File: src/rtl/shiftreg_loader.sv
// rtl/shiftreg_loader.sv - parallel word to serial shift-register loader with done/abort
module shiftreg_loader #(
    parameter int WIDTH = 4,
    parameter int GAP   = 0
) (
    input  logic             clk,
    input  logic             rstn,
    input  logic             in_valid,
    output logic             in_ready,
    input  logic [WIDTH-1:0] in_word,
    input  logic             in_dir,
    input  logic             abort,
    output logic             sr_data,
    output logic             sr_en,
    output logic             sr_dir,
    output logic             busy,
    output logic             done
);

    localparam int BW = $clog2(WIDTH);
    localparam int GW = (GAP > 0) ? $clog2(GAP + 1) : 1;

    localparam logic [1:0] S_IDLE  = 2'd0;
    localparam logic [1:0] S_SHIFT = 2'd1;
    localparam logic [1:0] S_GAP   = 2'd2;
    localparam logic [1:0] S_DONE  = 2'd3;

    logic [1:0]       r_state;
    logic [WIDTH-1:0] r_word;
    logic [BW-1:0]    r_bit_cnt;
    logic             r_in_ready;
    logic             r_sr_data;
    logic             r_sr_en;
    logic             r_sr_dir;
    logic             r_busy;
    logic             r_done;

    logic             w_accept;
    logic             w_last_bit;
    logic             w_next_bit;
    logic             w_gap_last;

    // The word register is shifted after each bit so the next bit always
    // sits at index 1 (LSB-first) or WIDTH-2 (MSB-first).
    assign w_accept   = in_valid & r_in_ready;
    assign w_last_bit = (r_bit_cnt == BW'(WIDTH - 1));
    assign w_next_bit = r_sr_dir ? r_word[1] : r_word[WIDTH-2];

    assign in_ready = r_in_ready;
    assign sr_data  = r_sr_data;
    assign sr_en    = r_sr_en;
    assign sr_dir   = r_sr_dir;
    assign busy     = r_busy;
    assign done     = r_done;

    generate
        if (GAP > 0) begin : g_gap
            logic [GW-1:0] r_gap_cnt;

            // Count idle cycles while in GAP; cleared whenever GAP is left.
            always_ff @(posedge clk) begin
                if (!rstn || (r_state != S_GAP)) begin
                    r_gap_cnt <= '0;
                end else begin
                    r_gap_cnt <= r_gap_cnt + 1'b1;
                end
            end

            assign w_gap_last = (r_gap_cnt == GW'(GAP - 1));
        end else begin : g_no_gap
            assign w_gap_last = 1'b1;
        end
    endgenerate

    // Transfer FSM; every output is registered here.
    always_ff @(posedge clk) begin
        if (!rstn) begin
            r_state    <= S_IDLE;
            r_word     <= '0;
            r_bit_cnt  <= '0;
            r_in_ready <= 1'b1;
            r_sr_data  <= 1'b0;
            r_sr_en    <= 1'b0;
            r_sr_dir   <= 1'b0;
            r_busy     <= 1'b0;
            r_done     <= 1'b0;
        end else begin
            case (r_state)
                S_IDLE: begin
                    r_done <= 1'b0;
                    if (w_accept) begin
                        r_state    <= S_SHIFT;
                        r_word     <= in_word;
                        r_bit_cnt  <= '0;
                        r_sr_dir   <= in_dir;
                        r_sr_data  <= in_dir ? in_word[0] : in_word[WIDTH-1];
                        r_sr_en    <= 1'b1;
                        r_busy     <= 1'b1;
                        r_in_ready <= 1'b0;
                    end
                end
                S_SHIFT: begin
                    if (abort) begin
                        r_state    <= S_IDLE;
                        r_sr_en    <= 1'b0;
                        r_busy     <= 1'b0;
                        r_in_ready <= 1'b1;
                    end else if (w_last_bit) begin
                        r_state <= S_DONE;
                        r_sr_en <= 1'b0;
                        r_busy  <= 1'b0;
                        r_done  <= 1'b1;
                    end else if (GAP > 0) begin
                        r_state <= S_GAP;
                        r_sr_en <= 1'b0;
                    end else begin
                        r_bit_cnt <= r_bit_cnt + 1'b1;
                        r_sr_data <= w_next_bit;
                        r_word    <= r_sr_dir ? (r_word >> 1) : (r_word << 1);
                    end
                end
                S_GAP: begin
                    if (abort) begin
                        r_state    <= S_IDLE;
                        r_busy     <= 1'b0;
                        r_in_ready <= 1'b1;
                    end else if (w_gap_last) begin
                        r_state   <= S_SHIFT;
                        r_bit_cnt <= r_bit_cnt + 1'b1;
                        r_sr_data <= w_next_bit;
                        r_sr_en   <= 1'b1;
                        r_word    <= r_sr_dir ? (r_word >> 1) : (r_word << 1);
                    end
                end
                default: begin
                    r_state    <= S_IDLE;
                    r_done     <= 1'b0;
                    r_in_ready <= 1'b1;
                end
            endcase
        end
    end

endmodule

File: config.mk
export PLATFORM = sky130hd
export DESIGN_NAME = shiftreg_loader
export DESIGN_NICKNAME = d
export VERILOG_FILES = /design/src/rtl/shiftreg_loader.sv
export SDC_FILE = /design/constraint.sdc
export NUM_CORES = 1
export LEC_CHECK = 0
export CAP_MARGIN = 0
export CORE_ASPECT_RATIO = 1.4
export CORE_MARGIN = 3
export CORE_UTILIZATION = 47
export CTS_BUF_LIST = sky130_fd_sc_hd__clkbuf_4 sky130_fd_sc_hd__clkbuf_8
export DETAILED_ROUTE_END_ITERATION = 10
export PLACE_DENSITY = 0.72
export SYNTH_ARGS = -nofsm -noshare
export SYNTH_HDL_FRONTEND = slang
export SYNTH_SLANG_ARGS = --single-unit
File: constraint.sdc
create_clock -name clk -period 1.61 [get_ports clk]
set_clock_uncertainty 0.05 [all_clocks]
set_input_delay 0.322 -clock clk [delete_from_list [all_inputs] [get_ports clk]]
set_output_delay 0.322 -clock clk [all_outputs]
set_load 0.01 [all_outputs]
## After elaboration in Yosys (flattened, before gate mapping)

Index checks and enable logic that the tools add are counted.

| storage, ports and cells | value |
|---|---|
| register bits after elaboration | 14 |
| logic and storage cells | 69 |

| operators by class | value |
|---|---|
| add/sub/neg operators | 1 |
| equality and inequality tests | 11 |
| multiplexer cells | 36 |
| bitwise gates (word level) | 2 |
| reduce and logical (&&, ||, !) cells | 10 |

Operators by type and width:

| cell | number |
|---|---|
| 2-to-1 mux 4 bit | 5 |
| 2-to-1 mux 1 bit | 16 |
| 2-to-1 mux 2 bit | 7 |
| inequality test 2 bit, second input constant | 6 |
| one-hot mux 2 bit (3 select lines) | 2 |
| one-hot mux 4 bit (3 select lines) | 1 |
| one-hot mux 1 bit (3 select lines) | 3 |
| AND reduction 4 bit | 2 |
| AND reduction 2 bit | 3 |
| AND reduction 5 bit | 1 |
| equality test 2 bit, second input constant | 2 |
| one-hot mux 1 bit (2 select lines) | 2 |
| inequality test 3 bit, second input constant | 1 |
| AND reduction 3 bit | 1 |
| nonzero test 3 bit | 1 |
| adder 2 x 1 -> 2 bit, second input constant | 1 |
| equality test 2 x 1 -> 1 bit, second input constant | 1 |
| logical NOT 2 bit | 1 |
| inequality test 2 x 1 -> 1 bit, second input constant | 1 |
| OR reduction 2 bit | 1 |
| AND 1 bit | 1 |
| NOT 1 bit | 1 |

## Longest topological paths before layout

| logic depth | value |
|---|---|
| word-level depth | 4 |
| mapped depth | 6 |
| mapped depth without buffers | 5 |

## Worst setup path before layout

No wires, ideal clock.

| path | value |
|---|---|
| kind | reg-to-reg |
| start | register r_state[0] |
| end | register r_word[0] |
| arrival | 1.315 ns |
| data required time | 1.437 ns |
| slack | 0.122 ns |
| cell stages (with the launch flop) | 7 |
| buffers on the path | 1 |
| period minus slack after synthesis | 1.488 ns |
| cell sequence | dfxtp_1 inv_1 ha_1 clkbuf_1 and3_1 o21ai_0 mux2i_1 |

| between the ends | value |
|---|---|
| word-level cells in the longest chain between the ends | 3 |
| elaborated cells between the ends (all ways) | 10 |

RTL lines:

| item | line | RTL |
|---|---|---|
| start, declared | 28 | `logic [1:0] r_state;` |
| start signal, assigned | 78 | `r_state <= S_IDLE;` |
| start signal, assigned | 92 | `r_state <= S_SHIFT;` |
| start signal, assigned | 104 | `r_state <= S_IDLE;` |
| equality test 2 x 1 -> 1 bit, or another cell as far along | 88 | `case (r_state)` |
| inequality test 2 bit (no line) or nonzero test 3 bit (tied branches) | -- |  |
| AND reduction 5 bit (no line) | -- |  |
| end signal, assigned | 93 | `r_word <= in_word;` |
| end signal, assigned | 119 | `r_word <= r_sr_dir ? (r_word >> 1) : (r_word << 1);` |
| end signal, assigned | 132 | `r_word <= r_sr_dir ? (r_word >> 1) : (r_word << 1);` |
| end, declared | 29 | `logic [WIDTH-1:0] r_word;` |

Several ways; a longest one is shown, not always the timed one.
A chain may end at the register's enable or synchronous reset.

## Worst setup path in the final report

| path | value |
|---|---|
| start | register r_in_ready (netlist: in_ready) |
| end | output in_ready |

RTL lines:

| item | line | RTL |
|---|---|---|
| start, declared | 31 | `logic r_in_ready;` |
| start signal, assigned | 81 | `r_in_ready <= 1'b1;` |
| start signal, assigned | 99 | `r_in_ready <= 1'b0;` |
| start signal, assigned | 107 | `r_in_ready <= 1'b1;` |
| end, declared | 9 | `output logic in_ready,` |

No word-level cell between the ends.

==> flow_summary_export.csv <==
group,metric,value,unit
run_status,run_status,"complete, no violations",
setup_path,crit_arrival,1200,ps
sta,setup_viol,0,
setup_path,reg2reg_slack,100,ps
hold_path,hold_depth,2,
detailed_routing,vias_per_cell,5.614,
global_route,first_global_vias,805,
yosys,synth.largest_area_cell,"dfxtp_1",
detailed_routing,wl_per_cell,13.92,µm
final_layout,final_area,1196,µm²
placement,portBuffers,14,
final_layout,fin_cells,145,
final_layout,fillerInstances,136,
yosys,yosys_warnings,0,
power,clockPowerShare,0.129,
global_route,grt_max_degree,11,
floorplan,core_area,1680,µm²
cts,cts_sinks,14,
sta,finalCritPeriodShare,0.9736,
final_layout,regArea,282.8,µm²
power,power_density,1312,nW/µm²
power,seq_power_share,0.325,
sta,period_minus_slack,1568,ps
cts,post_cts_buffers,0,
global_route,grt_usage,0.1869,
floorplan,rows,17,
global_route,overflow,0,
placement,hpwlAfterDp,1.608,mm
floorplan,die_w,42.62,µm
detailed_routing,drtIter0Drc,6,
hold_path,hold_path_end,"r_word[3]$_SDFFE_PN0P_",
setup_path,crit_path_cell_trace,"clkdlybuf4s50_1",
final_layout,num-nets-final,144,
setup_path,slowest_stage,"clkdlybuf4s50_1",
power,p_total,0.001570,W
cts,clockRootBuffer,"clkbuf_4",
detailed_routing,drc,0,
setup_path,cp_slowest_stage_delay,540,ps
detailed_routing,wl,2.019,mm
yosys,synth_edf_count,0,
power,power_frac_comb,0.545,
sta,grt_setup_unrepaired,"false",
power,switchingPower,0.0005784,W
yosys,postSynthAreaPerCell,9.001,µm²
final_layout,diodes,0,
sta,tightest_slew,343.5,ps
setup_path,crit_required,1240,ps
cts,cts_tree,"done",
sta,setup_tns,0,ps
floorplan,die_y,57.26,µm
setup_path,crit_path_max_fanout,5,
cts,clock_latency,280,ps
detailed_routing,antenna_left,0,
sta,fmax,638.0,MHz
yosys,synth_area,882.1,µm²
setup_path,crit_buf_inv,1,
hold_path,min_from,"r_word[3]$_SDFFE_PN0P_",
sta,slew-limit-headroom,0.7705,
cts,htreeDepth,1,
yosys,ys_ff_latch,14,
final_layout,utilization,0.7118,
hold_path,hp-class,"register to register",
power,p_sw_frac,0.3684,
global_route,antenna_found_initial,0,
setup_path,cp-end-kind,"primary output",
yosys,synth.distinct_cells,36,
global_route,grt_pass1_wl,3.484,mm
yosys,ys_seq_area_frac,0.3177,
detailed_routing,vias,814,
sta,hold_viol,0,
yosys,yosys.area.top_type_share,0.3177,
cts,cts.reportedPaths.clkPinSlew,80,ps
detailed_routing,drt-pass1-iter-count,5,
final_layout,multi_input_area,561.8,µm²
yosys,synthesis.nets,114,
power,p_leak,0.5249,nW
setup_path,reg2reg_depth,6,
placement,placed_cell_area,1150,µm²
cts,numCtsBuffers,3,
floorplan,boundaryPins,15,
final_layout,area.growth.synth_to_final,35.60,%
placement,dp.cells,142,
setup_path,crit_type,"register to primary output",
yosys,synthFlopType,"dfxtp_1",
power,vdd_drop_max,0.8257,mV
setup_path,worstSetupStartpointType,"register",
setup_path,r2r_start,"r_state[1]$_SDFFE_PN0P_",
flow_run,maxCapViolCount,0,
cts,clock_path_buffers,2,
floorplan,die-area,2440,µm²
setup_path,crit_family,"buffers and inverters",
setup_path,r2r_end,"sr_en$_SDFFE_PN0P_",
sta,drv_slew,0,
final_layout,drive_above_1_share,0.2698,
placement,gp_congestion,0.9209,
yosys,synthArstFlopShare,0,
floorplan,initial_core_util,0.5249,
yosys,syn-instance-count,98,
power,p_int,0.0009915,W
yosys,ys_top_cells_by_area,"dfxtp_1, mux2i_1, ha_1, o21ai_0, nand2_1",
## worst max-delay path by stage
stage,to,cells past startpoint,from,slack (ps)
detailed placement,r_bit_cnt[0]$_SDFFE_PN0P_,5,abort,-230
global route,r_bit_cnt[0]$_SDFFE_PN0P_,5,r_state[1]$_SDFFE_PN0P_,2
finish,in_ready,1,in_ready$_SDFFE_PN1P_,40
floorplan,r_word[0]$_SDFFE_PN0P_,6,r_state[0]$_SDFFE_PN0P_,120
CTS,r_bit_cnt[0]$_SDFFE_PN0P_,5,r_state[0]$_SDFFE_PN0P_,7
global placement,r_word[1]$_SDFFE_PN0P_,5,abort,-180
## power by group through the flow
stage / registers (W) / clock network [W] / logic (W)
after detailed placement: 0.000514 / 0 / 0.000831
final: 0.000511 / 0.000203 / 0.000856
after global routing: 0.000521 / 0.000217 / 0.000942
after CTS: 0.000508 / 0.000209 / 0.000837
after global placement: 0.000511 / 0 / 0.000809
after floorplan: 0.000527 / 0 / 0.000476
## flip-flops by register name (all words and copies together), names as in the netlist
name / flops
busy: 1
sr_data: 1
r_state: 2
r_word: 4
done: 1
sr_dir: 1
r_bit_cnt: 2
in_ready: 1
sr_en: 1
## through the flow
stage	hold slack (ps)	setup slack [ps]
3_5_place_dp	405.7	-228.0
6_report	416.6	42.50
2_1_floorplan	388.1	121.8
3_3_place_gp	397.8	-181.4
5_1_grt	450.8	2.249
4_1_cts	417.4	7.458
## cell usage in the layout, fill, tap and decap left out, types with 2 or more instances in the layout
cell	n
buf_4	15
clkdlybuf4s50_1	13
mux2i_1	12
dfxtp_1	12
nand2_1	9
inv_1	8
o21ai_0	8
ha_1	6
a21oi_1	4
nor2b_1	3
clkbuf_4	3
nand3_1	2
nand4_1	2
nor2_1	2
a21o_1	2
dfxtp_2	2
## routing by layer
layer	track usage	wire length, µm	vias to the layer above
met5	0	0	-
met4	0.1111	70	0
met3	0.02524	79	9
met2	0.3464	1086	22
met1	0.1935	784	376
li1	-	-	407
## repair_timing
| item | 4_1_cts | 5_1_grt |
|---|---|---|
| setup endpoints to repair | 1 | 9 |
| gates resized for setup | 1 | 8 |
| hold buffers | 0 | 0 |
| endpoints found under the hold margin | 0 | 0 |
| cloned | 0 | 0 |
| pin swaps | 0 | 2 |
## cell usage after synthesis, drive strengths merged, types with 2 or more instances
| library cell | n |
|---|---|
| nand2 | 9 |
| nand3 | 3 |
| o21ai | 9 |
| ha | 7 |
| a21oi | 5 |
| nor2 | 2 |
| nor2b | 3 |
| inv | 8 |
| dfxtp | 14 |
| mux2i | 12 |
| buf | 2 |
| nand4 | 2 |
| a21o | 2 |
| clkbuf | 3 |
## area by class of cell
cell class	instances	area share
multi-input combinational	71	0.4697
inverter	8	0.02510
sequential	14	0.2364
clock buffer	3	0.01883
timing repair buffer	30	0.2301
tap	19	0.01987
## logic make-up after synthesis
logic type | count (synthesis) | synth area share
multiplexers | 13 | 0.1489
AND/OR/NAND/NOR | 26 | 0.1745
adder cells (fa/ha/maj) | 7 | 0.09929
flip-flops | 14 | 0.3177
AO/OA/AOI/OAI | 25 | 0.1929
buffers and inverters | 13 | 0.06666
(Power assumes the default switching activity.)
